[config.mk]
export PLATFORM = sky130hd
export DESIGN_NAME = spi_target_fifo
export DESIGN_NICKNAME = d
export VERILOG_FILES = /design/src/rtl/spi_target_fifo.sv
export SDC_FILE = /design/constraint.sdc
export NUM_CORES = 1
export LEC_CHECK = 0
export ABC_AREA = 0
export ABC_CLOCK_PERIOD_IN_PS = 2970
export CORE_MARGIN = 1.5
export CORE_UTILIZATION = 45
export CTS_BUF_LIST = sky130_fd_sc_hd__clkbuf_8
export CTS_CLUSTER_DIAMETER = 80
export DETAILED_ROUTE_END_ITERATION = 8
export HOLD_SLACK_MARGIN = 0.1
export SYNTH_ARGS = -nofsm -noshare
export SYNTH_HDL_FRONTEND = slang
export SYNTH_SLANG_ARGS = --single-unit
[constraint.sdc]
create_clock -name clk -period 2.97 [get_ports clk]
set_input_delay 0.297 -clock clk [delete_from_list [all_inputs] [get_ports clk]]
set_output_delay 0.297 -clock clk [all_outputs]
set_load 0.1 [all_outputs]
[src/rtl/spi_target_fifo.sv]
// spi_target_fifo
// SPI target endpoint with TX and RX byte FIFOs toward local logic.
// SPICLKIn/SPICSIn/SPIDIn are oversampled in the clk domain through SYNC_STAGES
// flops. Frames of 1..8 bits are shifted in both directions.
//
// Ports
//   clk, reset             single clock, synchronous active-high reset
//   SckMode[1:0]           {CPOL, CPHA}; latched only while IDLE
//   FrameLength[3:0]       bits per frame, 0 or >8 means 8; latched only while IDLE
//   LittleEndian           1: bit0 first on the wire; latched only while IDLE
//   SPICLKIn/SPICSIn/SPIDIn  asynchronous serial inputs (CS active-low)
//   SPIDOut/SPIDOutEn      serial output and its tristate enable
//   TxData/TxValid/TxReady byte stream into the TX FIFO
//   RxData/RxValid/RxReady byte stream out of the RX FIFO (show-ahead head)
//   RxOverrun/TxUnderrun   sticky error flags, cleared by ClearErrors
//
// Handshake: a byte moves on every clk edge where valid and ready are both
// high. Valid never waits for ready. TxReady is high while the TX FIFO is not
// full. RxValid is high while the RX FIFO is not empty, and RxData is then the
// head byte. Both come from registered pointers.

module spi_target_fifo #(
    parameter int DEPTH_LOG2  = 3,
    parameter int SYNC_STAGES = 2
) (
    input  logic       clk,
    input  logic       reset,
    input  logic [1:0] SckMode,
    input  logic [3:0] FrameLength,
    input  logic       LittleEndian,
    input  logic       SPICLKIn,
    input  logic       SPICSIn,
    input  logic       SPIDIn,
    output logic       SPIDOut,
    output logic       SPIDOutEn,
    input  logic [7:0] TxData,
    input  logic       TxValid,
    output logic       TxReady,
    output logic [7:0] RxData,
    output logic       RxValid,
    input  logic       RxReady,
    output logic       RxOverrun,
    output logic       TxUnderrun,
    input  logic       ClearErrors
);

    localparam int DEPTH = 1 << DEPTH_LOG2;

    typedef enum logic {
        IDLE   = 1'b0,
        ACTIVE = 1'b1
    } state_t;

    function automatic logic [7:0] bitrev(input logic [7:0] d);
        logic [7:0] r;
        for (int i = 0; i < 8; i++) r[i] = d[7-i];
        return r;
    endfunction

    // ------------------------------------------------------------------
    // Input synchronizers and edge detection
    // ------------------------------------------------------------------
    logic [SYNC_STAGES-1:0] sclk_sync, cs_sync, sdi_sync;
    logic                   sclk_d, cs_d;
    logic                   sclk_s, cs_s, sdi_s;

    always_ff @(posedge clk) begin
        if (reset) begin
            sclk_sync <= '0;
            cs_sync   <= '1;  // deselected, so reset never looks like a CS fall
            sdi_sync  <= '0;
            sclk_d    <= 1'b0;
            cs_d      <= 1'b1;
        end else begin
            sclk_sync <= {sclk_sync[SYNC_STAGES-2:0], SPICLKIn};
            cs_sync   <= {cs_sync[SYNC_STAGES-2:0], SPICSIn};
            sdi_sync  <= {sdi_sync[SYNC_STAGES-2:0], SPIDIn};
            sclk_d    <= sclk_sync[SYNC_STAGES-1];
            cs_d      <= cs_sync[SYNC_STAGES-1];
        end
    end

    assign sclk_s = sclk_sync[SYNC_STAGES-1];
    assign cs_s   = cs_sync[SYNC_STAGES-1];
    assign sdi_s  = sdi_sync[SYNC_STAGES-1];

    logic sclk_rise, sclk_fall, cs_fall, cs_rise;
    assign sclk_rise = sclk_s & ~sclk_d;
    assign sclk_fall = ~sclk_s & sclk_d;
    assign cs_fall   = ~cs_s & cs_d;
    assign cs_rise   = cs_s & ~cs_d;

    // ------------------------------------------------------------------
    // Mode registers. These follow the inputs only while IDLE, so the
    // mode cannot change in the middle of a transfer.
    // ------------------------------------------------------------------
    state_t     state, state_next;
    logic       cpol_q, cpha_q, le_q;
    logic [3:0] fl_q;
    logic [3:0] fl_eff;

    assign fl_eff = (FrameLength == 4'd0 || FrameLength > 4'd8) ? 4'd8 : FrameLength;

    always_ff @(posedge clk) begin
        if (reset) begin
            cpol_q <= 1'b0;
            cpha_q <= 1'b0;
            le_q   <= 1'b0;
            fl_q   <= 4'd8;
        end else if (state == IDLE) begin
            cpol_q <= SckMode[1];
            cpha_q <= SckMode[0];
            le_q   <= LittleEndian;
            fl_q   <= fl_eff;
        end
    end

    // Leading edge leaves the CPOL idle level.
    logic lead_ev, trail_ev, sample_ev, shift_ev;
    assign lead_ev   = cpol_q ? sclk_fall : sclk_rise;
    assign trail_ev  = cpol_q ? sclk_rise : sclk_fall;
    assign sample_ev = cpha_q ? trail_ev : lead_ev;
    assign shift_ev  = cpha_q ? lead_ev  : trail_ev;

    // ------------------------------------------------------------------
    // FIFO status
    // ------------------------------------------------------------------
    logic [DEPTH_LOG2:0] tx_wp, tx_rp, rx_wp, rx_rp;
    logic [7:0]          tx_mem [DEPTH];
    logic [7:0]          rx_mem [DEPTH];
    logic                tx_empty, tx_full, rx_empty, rx_full;

    assign tx_empty = (tx_wp == tx_rp);
    assign tx_full  = (tx_wp[DEPTH_LOG2] != tx_rp[DEPTH_LOG2]) &&
                      (tx_wp[DEPTH_LOG2-1:0] == tx_rp[DEPTH_LOG2-1:0]);
    assign rx_empty = (rx_wp == rx_rp);
    assign rx_full  = (rx_wp[DEPTH_LOG2] != rx_rp[DEPTH_LOG2]) &&
                      (rx_wp[DEPTH_LOG2-1:0] == rx_rp[DEPTH_LOG2-1:0]);

    // ------------------------------------------------------------------
    // FSM: next state and per-cycle datapath commands
    // ------------------------------------------------------------------
    logic [3:0] bit_cnt;
    logic       do_load, do_shift, do_sample, do_abort;

    // A shift event with bit_cnt==0 is a frame boundary. The next byte is
    // loaded instead of shifting. For CPHA=1 this also covers the first
    // frame. For CPHA=0 the first frame is loaded at CS fall instead.
    always_comb begin
        state_next = state;
        do_load    = 1'b0;
        do_shift   = 1'b0;
        do_sample  = 1'b0;
        do_abort   = 1'b0;
        case (state)
            IDLE: begin
                if (cs_fall) begin
                    state_next = ACTIVE;
                    do_load    = ~cpha_q;
                end
            end
            ACTIVE: begin
                if (cs_rise) begin
                    state_next = IDLE;
                    do_abort   = 1'b1;
                end else begin
                    if (shift_ev) begin
                        if (bit_cnt == 4'd0) do_load  = 1'b1;
                        else                 do_shift = 1'b1;
                    end
                    do_sample = sample_ev;
                end
            end
            default: state_next = IDLE;
        endcase
    end

    // ------------------------------------------------------------------
    // Shift registers, bit counter and frame completion
    // ------------------------------------------------------------------
    logic [7:0] shift_reg, rx_reg, rx_next, rx_aligned, rx_hold;
    logic [3:0] shamt;
    logic       push_pend;

    assign rx_next    = {rx_reg[6:0], sdi_s};
    assign shamt      = 4'd8 - fl_q;
    assign rx_aligned = rx_next << shamt;

    always_ff @(posedge clk) begin
        if (reset) begin
            state     <= IDLE;
            shift_reg <= 8'hFF;
            rx_reg    <= 8'h00;
            bit_cnt   <= 4'd0;
            rx_hold   <= 8'h00;
            push_pend <= 1'b0;
        end else begin
            state     <= state_next;
            push_pend <= 1'b0;

            if (do_abort) begin
                shift_reg <= 8'hFF;
            end else if (do_load) begin
                if (tx_empty) shift_reg <= 8'hFF;
                else if (le_q) shift_reg <= bitrev(tx_mem[tx_rp[DEPTH_LOG2-1:0]]);
                else shift_reg <= tx_mem[tx_rp[DEPTH_LOG2-1:0]];
            end else if (do_shift) begin
                shift_reg <= {shift_reg[6:0], 1'b1};
            end

            if (do_abort || state == IDLE) begin
                bit_cnt <= 4'd0;
            end else if (do_sample) begin
                rx_reg <= rx_next;
                if (4'(bit_cnt + 4'd1) == fl_q) begin
                    bit_cnt   <= 4'd0;
                    rx_hold   <= le_q ? bitrev(rx_aligned) : rx_aligned;
                    push_pend <= 1'b1;
                end else begin
                    bit_cnt <= 4'(bit_cnt + 4'd1);
                end
            end
        end
    end

    assign SPIDOut   = shift_reg[7];
    assign SPIDOutEn = (state == ACTIVE);

    // ------------------------------------------------------------------
    // FIFO pointers and storage
    // ------------------------------------------------------------------
    logic tx_push, tx_pop, rx_push, rx_pop;
    assign tx_push = TxValid & ~tx_full;
    assign tx_pop  = do_load & ~tx_empty;
    assign rx_push = push_pend & ~rx_full;
    assign rx_pop  = RxReady & ~rx_empty;

    always_ff @(posedge clk) begin
        if (reset) begin
            tx_wp <= '0;
            tx_rp <= '0;
            rx_wp <= '0;
            rx_rp <= '0;
        end else begin
            if (tx_push) tx_wp <= tx_wp + 1'b1;
            if (tx_pop)  tx_rp <= tx_rp + 1'b1;
            if (rx_push) rx_wp <= rx_wp + 1'b1;
            if (rx_pop)  rx_rp <= rx_rp + 1'b1;
        end
    end

    always_ff @(posedge clk) begin
        if (tx_push) tx_mem[tx_wp[DEPTH_LOG2-1:0]] <= TxData;
        if (rx_push) rx_mem[rx_wp[DEPTH_LOG2-1:0]] <= rx_hold;
    end

    assign TxReady = ~tx_full;
    assign RxValid = ~rx_empty;
    assign RxData  = rx_empty ? 8'h00 : rx_mem[rx_rp[DEPTH_LOG2-1:0]];

    // ------------------------------------------------------------------
    // Sticky error flags. A set wins over ClearErrors in the same cycle.
    // ------------------------------------------------------------------
    always_ff @(posedge clk) begin
        if (reset) begin
            RxOverrun  <= 1'b0;
            TxUnderrun <= 1'b0;
        end else begin
            if (push_pend & rx_full)     RxOverrun <= 1'b1;
            else if (ClearErrors)        RxOverrun <= 1'b0;
            if (do_load & tx_empty)      TxUnderrun <= 1'b1;
            else if (ClearErrors)        TxUnderrun <= 1'b0;
        end
    end

endmodule

==> impl_metrics.json, run 1 <==
{
  "yosys-top-cells-count": "edfxtp_1, dfxtp_1, nor2_1",
  "async_reset_ff_share_pct": 0,
  "antenna_found_initial": 0,
  "cp_num_buf_inv": 2,
  "cts_max_path_buffers": 2,
  "cts_setup_buffers": 0,
  "cp_data_required_time_ps": 2670,
  "synth_cell_types": 50,
  "drtIter0Drc": 385,
  "powerDensity_nw_per_um2": 541.5,
  "ctsRootBufferMaster": "clkbuf_8",
  "path_cells": "buf_4, mux4_2, mux2i_1, nor2_1, buf_4",
  "place_area_um2": 8897,
  "setup.worst_path.end_class": "output pin",
  "ys_seq_area_share_pct": 62.84,
  "path_clk_slew_ps": 100,
  "synth_edf_count": 128,
  "grt_max_degree": 38,
  "ios": 37,
  "slowest_stage": "mux4_2",
  "row_count": 49,
  "cts-resized-gates": 0,
  "cp_common_cell": "buf_4",
  "dpl.hpwl_um": 10880,
  "clkSinkCount": 196,
  "status": "completed",
  "grt_overflow_total": 0,
  "cp.arrival_ps": 2120,
  "ctsHoldBuffers": 0,
  "relSlewSlack_pct": 48.38,
  "drtAntennaViolNets": 0,
  "period_minus_slack_ps": 2417,
  "synth-seq-cells": 196,
  "yosysMostFrequentCell": "edfxtp_1",
  "netlist_instances": 609,
  "grt_use_total_pct": 17.12,
  "dieArea_um2": 19230,
  "drtPass1Iterations": 4,
  "wl_per_cell_um": 17.58,
  "worst_hold_path_type": "primary input to register",
  "crit_path_max_fanout": 16,
  "synth.area.top_cells": "edfxtp_1, dfxtp_1, mux4_2",
  "hold_violations": 0,
  "p_leak_nw": 3.095,
  "cts_max_level": 4,
  "hold_start": "reset",
  "gp_congestion": 0.7948,
  "dieWidth_um": 138.7,
  "cts_made_buffers": 17,
  "syn_avg_cell_area_um2": 13.60,
  "synth_nets": 639,
  "design_area_um2": 9325,
  "rsz0062_at_grt": "no",
  "core-area_um2": 18020,
  "grt_pass1_wl_um": 25430,
  "finalCritPeriodShare_pct": 81.39,
  "setup_viol": 0,
  "final_nets": 680,
  "hold_path_end": "rx_rp[0]$_SDFFE_PP0P_",
  "antenna_cells": 0,
  "drcViolationCount": 0,
  "r2r_setup_slack_ps": 630,
  "slowest_delay_ps": 580,
  "critPathTopFamily": "multiplexers",
  "synth_ff_type": "edfxtp_1",
  "drt_wl_total_um": 15680,
  "yosys.area.top_type": "edfxtp_1",
  "max_freq_mhz": 413.7,
  "start_util_pct": 45.95,
  "vias": 4900,
  "critPathLaunchType": "register",
  "die_y_um": 138.7,
  "drv_slew": 0,
  "r2r-start": "fl_q[1]$_SDFFE_PP0N_",
  "area_growth_pct": 12.58,
  "r2r_cells": 7,
  "cts_tree": "done",
  "ir_drop_v": 0.0002861,
  "cap_violations": 0,
  "whs_path_depth": 2,
  "worst_pin_slew_ps": 771.5,
  "synth_area_um2": 8283,
  "viasPerCell": 5.493,
  "r2r-end": "rx_hold[6]$_SDFFE_PP0P_",
  "clock_skew_ps": 12.98,
  "grt_pass1_vias": 4761,
  "yosysWarnings": 0,
  "crit_type": "register to output pin",
  "drive_gt1_share_pct": 18.40,
  "netlist.area_leader.share_pct": 46.40,
  "clk_latency_ps": 460,
  "port_buffers": 36,
  "finalSetupTns_ps": 0
}
## cells by family (layout without fill, tap and decap cells)
| logic type | count (synthesis) | after routing | synth area share (%) |
|---|---|---|---|
| DFF | 196 | 196 | 62.84 |
| buffers and inverters | 56 | 110 | 2.719 |
| adders and majority gates | 7 | 7 | 1.057 |
| and+or+nand+nor | 183 | 183 | 10.53 |
| muxes | 71 | 71 | 14.09 |
| AOI/OAI and AO/OA | 71 | 71 | 5.846 |
| xor gates and xnor gates | 25 | 25 | 2.915 |
## placed cells by master, fill, tap and decap left out, types with 16 or more instances in the layout
cell,count
clkdlybuf4s50_1,21
clkbuf_8,17
nor2_1,56
a21oi_1,26
dfxtp_1,68
mux4_2,34
nand3_1,16
buf_4,34
mux2i_1,24
nand2_1,43
inv_1,23
edfxtp_1,128
## power breakdown
part	total, mW	internal [mW]	switching, mW
clock network	1.83	0.860	0.972
logic	0.271	0.112	0.158
registers	2.95	2.92	0.0272
total	5.05	3.89	1.16
## routing by layer
layer	GRT usage, %	share of wire (%)
met5	0	0
met4	4.276	0.98
met3	3.971	4.6
met2	26.16	46
met1	24.96	49
## how the worst max path moves through the flow
stage             start                endpoint  slack, ps  cells after the start
4_1_cts        register               RxData[4]        500                      5
3_5_place_dp    TxValid  tx_mem[6][7]$_DFFE_PP_        570                      5
5_1_grt        register               RxData[4]        410                      5
6_report       register               RxData[4]        550                      5
3_3_place_gp    TxValid  tx_mem[6][3]$_DFFE_PP_        620                      5
2_1_floorplan  register               RxData[5]         80                      5
## through the flow
stage	power (mW)	hold WS, ps	setup WS (ps)	utilization, %	cells
6_report	5.049	379.3	552.8	51.74	892
3_5_place_dp	3.279	397.9	567.4	49.36	860
2_1_floorplan	3.183	389.5	77.01	-	609
5_1_grt	5.225	362.2	410.8	51.74	892
3_3_place_gp	3.272	398.0	617.4	49.36	860
4_1_cts	5.091	356.9	497.4	51.74	892
## layout make-up
cell class / instances / area [um2]
flip-flops and latches: 196 / 5205
well taps: 229 / 286.5
fillers: 1508 / 8700
multi-input cells: 357 / 2853
clock inverters: 15 / 193.9
inverters: 22 / 82.58
repair buffers: 56 / 470.5
clock buffers: 17 / 234.0
Note: power is estimated with default switching activity, not from simulation.
==> inputs of run 2 (changes only) <==
Settings changed: ABC_CLOCK_PERIOD_IN_PS 2970 to 2000.
Clock period 2.97 ns to 2 ns, I/O delays scaled along.
==> impl_metrics.json, run 2 (synthesis gave the netlist of run 1 again) <==
{
  "p_leak_nw": 3.356,
  "setup_ws_ps": -213.5,
  "cap_violations": 0,
  "final_nets": 711,
  "dieWidth_um": 138.7,
  "cts_tree": "done",
  "start_util_pct": 45.95,
  "grt_max_degree": 19,
  "grt_pass1_vias": 5020,
  "violations": "setup timing",
  "slowest_delay_ps": 530,
  "setup.worst_path.end_class": "output pin",
  "crit_type": "register to output pin",
  "drcViolationCount": 0,
  "hold_violations": 0,
  "max_freq_mhz": 451.8,
  "drtIter0Drc": 283,
  "ir_drop_v": 0.0004330,
  "status": "complete, but fails checks",
  "rsz0062_at_grt": "yes",
  "row_count": 49,
  "cts_max_level": 4,
  "gp_congestion": 0.8405,
  "dpl.hpwl_um": 10940,
  "worst_hold_path_type": "primary input to register",
  "final_common_cell": "edfxtp_1",
  "drv_slew": 0,
  "place_area_um2": 9462,
  "core-area_um2": 18020,
  "drtPass1Iterations": 7,
  "ios": 37,
  "powerDensity_nw_per_um2": 732.5,
  "die_y_um": 138.7,
  "antenna_cells": 0,
  "clk_latency_ps": 470,
  "fill_cells": 1471,
  "final_cell_mix": "edfxtp_1, dfxtp_1, nor2_1",
  "placedCellCount": 884,
  "cts_max_path_buffers": 2,
  "stdcell_count": 922,
  "ctsRootBufferMaster": "clkbuf_8",
  "setup_viol": 14,
  "port_buffers": 36,
  "drt_wl_total_um": 16850,
  "finalCritPeriodShare_pct": 110.7,
  "grt_pass1_wl_um": 26320,
  "vias": 5071,
  "design_area_um2": 10150,
  "path_clk_slew_ps": 100,
  "area_growth_pct": 22.55,
  "drtAntennaViolNets": 0,
  "viasPerCell": 5.500,
  "worst_pin_slew_ps": 711.9,
  "clkSinkCount": 196,
  "wl_per_cell_um": 18.27,
  "clock_skew_ps": 12.31,
  "crit_path_max_fanout": 8,
  "cp.arrival_ps": 2010,
  "antenna_found_initial": 0,
  "period_minus_slack_ps": 2213,
  "cp_common_cell": "buf_12",
  "drive_gt1_share_pct": 31.02,
  "critPathLaunchType": "register",
  "path_cells": "buf_12, mux4_2, mux2i_2, nor2_2, buf_12",
  "grt_use_total_pct": 17.67,
  "slowest_stage": "mux4_2",
  "dieArea_um2": 19230,
  "cp_data_required_time_ps": 1800,
  "cts_made_buffers": 17,
  "relSlewSlack_pct": 52.20,
  "grt_overflow_total": 0
}
-- run 2: cell types whose count changed in the layout (fill, tap and decap cells not counted), sizes merged --
cell,previous run,this run
inv,29,28
buf,35,65
bufinv,3,2
clkbuf,17,18
clkinvlp,1,2
-- run 2: worst max-delay path: cells and delay by family, from the launching register on --
| family | cells | cell delay [ps] |
|---|---|---|
| simple gates | 1 | 70 |
| mux | 2 | 740 |
| flops | 1 | 410 |
| buf+inv | 2 | 320 |
-- run 2: timing repair --
| item | CTS | global route |
|---|---|---|
| hold buffers | 0 | 0 |
| cloned | 1 | 3 |
| setup endpoints to repair | 12 | 24 |
| pin swaps | 2 | 14 |
| setup buffers | 0 | 4 |
| gates resized for setup | 11 | 48 |
-- run 2: metrics by stage --
step	power (mW)	TNS (ps)	util [%]	setup WS [ps]	hold WS, ps
global route	7.735	-3029	56.32	-299.9	134.5
CTS	7.491	-1700	55.04	-255.8	115.8
global placement	4.913	0	52.49	64.75	393.0
floorplan	4.750	-5214	-	-219.3	298.9
detailed placement	4.923	0	52.49	13.40	397.7
finish	7.436	-1472	56.32	-213.5	146.7
-- run 2: area by class of cell --
cell class / instances / area, um2 / share of cell area (%)
Sequential cell: 196 / 5233 / 51.55
Clock buffer: 17 / 234.0 / 2.305
Clock inverter: 14 / 166.4 / 1.639
Inverter: 22 / 88.84 / 0.8751
Timing Repair Buffer: 87 / 991.0 / 9.762
Tap cell: 229 / 286.5 / 2.823
Multi-Input combinational cell: 357 / 3152 / 31.05
-- run 2: layer usage --
layer  track usage (%)  wire length, um  part of all wire, %
met1             23.00             7578                   45
met3             3.660              557                  3.3
met2             30.27             8505                   50
met5                 0                0                    0
met4             4.825              205                  1.2
-- run 2: path summary, 6_finish.rpt --
path         slack, ps  cells after the start                     from                 endpoint
max               -210                      5                 register                RxData[3]
min                150                      2                    reset     fl_q[0]$_SDFFE_PP0N_
max reg2reg        -70                      7  bit_cnt[1]$_SDFFE_PP0P_  rx_hold[4]$_SDFFE_PP0P_
min reg2reg        420                      1    cs_sync[0]$_SDFF_PP1_    cs_sync[1]$_SDFF_PP1_
-- run 2: power by group --
part / leakage [nW] / internal [mW] / total, mW / switching [mW]
combinational: 1.42 / 0.227 / 0.503 / 0.276
sequential: 1.73 / 4.33 / 4.36 / 0.0338
clock: 0.201 / 1.15 / 2.57 / 1.42
==> inputs of run 3 (changes only) <==
Settings changed: CORE_MARGIN 1.5 to not set, HOLD_SLACK_MARGIN 0.1 to not set.
==> impl_metrics.json, run 3 (synthesis gave the netlist of run 1 again) <==
{
  "crit_type": "register to output pin",
  "path_clk_slew_ps": 100,
  "rsz0062_at_grt": "yes",
  "dieArea_um2": 18950,
  "cts_max_path_buffers": 2,
  "status": "complete, but fails checks",
  "cts_made_buffers": 17,
  "drtPass1Iterations": 4,
  "hold_violations": 0,
  "wl_per_cell_um": 18.23,
  "preCtsSetupSlack_ps": 19.03,
  "ios": 37,
  "grt_use_total_pct": 19.05,
  "vias": 5067,
  "drtIter0Drc": 314,
  "dieWidth_um": 137.7,
  "ctsRootBufferMaster": "clkbuf_8",
  "worst_pin_slew_ps": 654.6,
  "antenna_found_initial": 0,
  "clk_latency_ps": 470,
  "drt_wl_total_um": 16900,
  "final_nets": 715,
  "clkSinkCount": 196,
  "critPathLaunchType": "register",
  "setup.worst_path.end_class": "output pin",
  "drive_gt1_share_pct": 31.95,
  "cts_tree": "done",
  "start_util_pct": 45.95,
  "gp_congestion": 0.8019,
  "grt_pass1_vias": 5097,
  "row_count": 49,
  "core-area_um2": 18020,
  "drtAntennaViolNets": 0,
  "r2r-end": "shift_reg[5]$_SDFFE_PP1P_",
  "cp.arrival_ps": 1990,
  "final_cell_mix": "edfxtp_1, dfxtp_1, nor2_1",
  "violations": "setup timing",
  "cts_max_level": 4,
  "grt_max_degree": 35,
  "port_buffers": 36,
  "powerDensity_nw_per_um2": 748.8,
  "clock_skew_ps": 13.72,
  "p_leak_nw": 3.396,
  "crit_path_max_fanout": 8,
  "relSlewSlack_pct": 56.02,
  "dpl.hpwl_um": 10980,
  "cap_violations": 0,
  "finalCritPeriodShare_pct": 109.3,
  "worst_hold_path_type": "primary input to register",
  "post-route-util_pct": 56.62,
  "cp_data_required_time_ps": 1800,
  "r2r_cells": 6,
  "setup_ws_ps": -185.3,
  "crit_end": "RxData[1]",
  "die_y_um": 137.7,
  "final_common_cell": "edfxtp_1",
  "ir_drop_v": 0.0004770,
  "drcViolationCount": 0,
  "viasPerCell": 5.466,
  "antenna_cells": 0,
  "grt_overflow_total": 0,
  "setup_viol": 8,
  "area_growth_pct": 23.22,
  "period_minus_slack_ps": 2185,
  "max_freq_mhz": 457.6,
  "r2r_setup_slack_ps": 10,
  "drv_slew": 0,
  "grt_pass1_wl_um": 26720
}
run 3: report_power, final:
part	total, mW	internal [mW]	switching, mW	leakage, nW
Clock	2.78	1.30	1.48	0.226
Combinational	0.501	0.233	0.269	1.43
Sequential	4.37	4.33	0.0338	1.73
Total	7.64	5.86	1.78	3.40
run 3: metal layers:
| layer | wire length (um) | track usage (%) | up-vias |
|---|---|---|---|
| li1 | - | - | 2413 |
| met1 | 7775 | 25.68 | 2530 |
| met2 | 8338 | 30.76 | 105 |
| met3 | 597 | 4.157 | 19 |
| met4 | 184 | 5.739 | 0 |
| met5 | 0 | 0 | - |
run 3: critical path, cell delays in order, from the launching register on:
cell,delay (ps)
dfxtp_4,400
buf_12,150
mux4_2,530
mux2i_2,190
nor2_2,70
buf_12,170
run 3: layout make-up:
cell class              count  area [um2]
well taps                 229       286.5
flip-flops and latches    196        5234
repair buffers             91        1025
inverters                  22       88.84
fillers                  1460        7819
multi-input cells         357        3129
clock buffers              17       234.0
clock inverters            15       209.0
run 3: how the worst min path moves through the flow:
stage	cells after the start	to	start	slack (ps)
after global placement	1	cs_sync[1]$_SDFF_PP1_	cs_sync[0]$_SDFF_PP1_	390
after floorplan	0	tx_mem[0][0]$_DFFE_PP_	TxData[0]	300
after global routing	3	SPIDOutEn$_SDFF_PP0_	reset	170
after detailed placement	1	cs_sync[1]$_SDFF_PP1_	cs_sync[0]$_SDFF_PP1_	390
after CTS	3	SPIDOutEn$_SDFF_PP0_	reset	140
final	3	SPIDOutEn$_SDFF_PP0_	reset	160
run 3: repair_timing:
item,CTS,global route
setup endpoints to repair,11,28
gates cloned,1,3
hold buffers,0,0
setup buffers,0,8
pin swaps,1,11
gates resized for setup,11,38
run 3: stage by stage:
stage                     instances  cell area [um2]  hold slack [ps]  power (mW)  TNS [ps]
final                           927            10210            162.7       7.642     -1222
after global routing            927            10210            174.9       7.915     -2044
after CTS                       916             9952            140.2       7.681     -1598
after detailed placement        883             9454            393.6       4.916         0
after global placement          883             9454            393.5       4.903         0
after floorplan                 609             8474            298.9       4.750     -5214
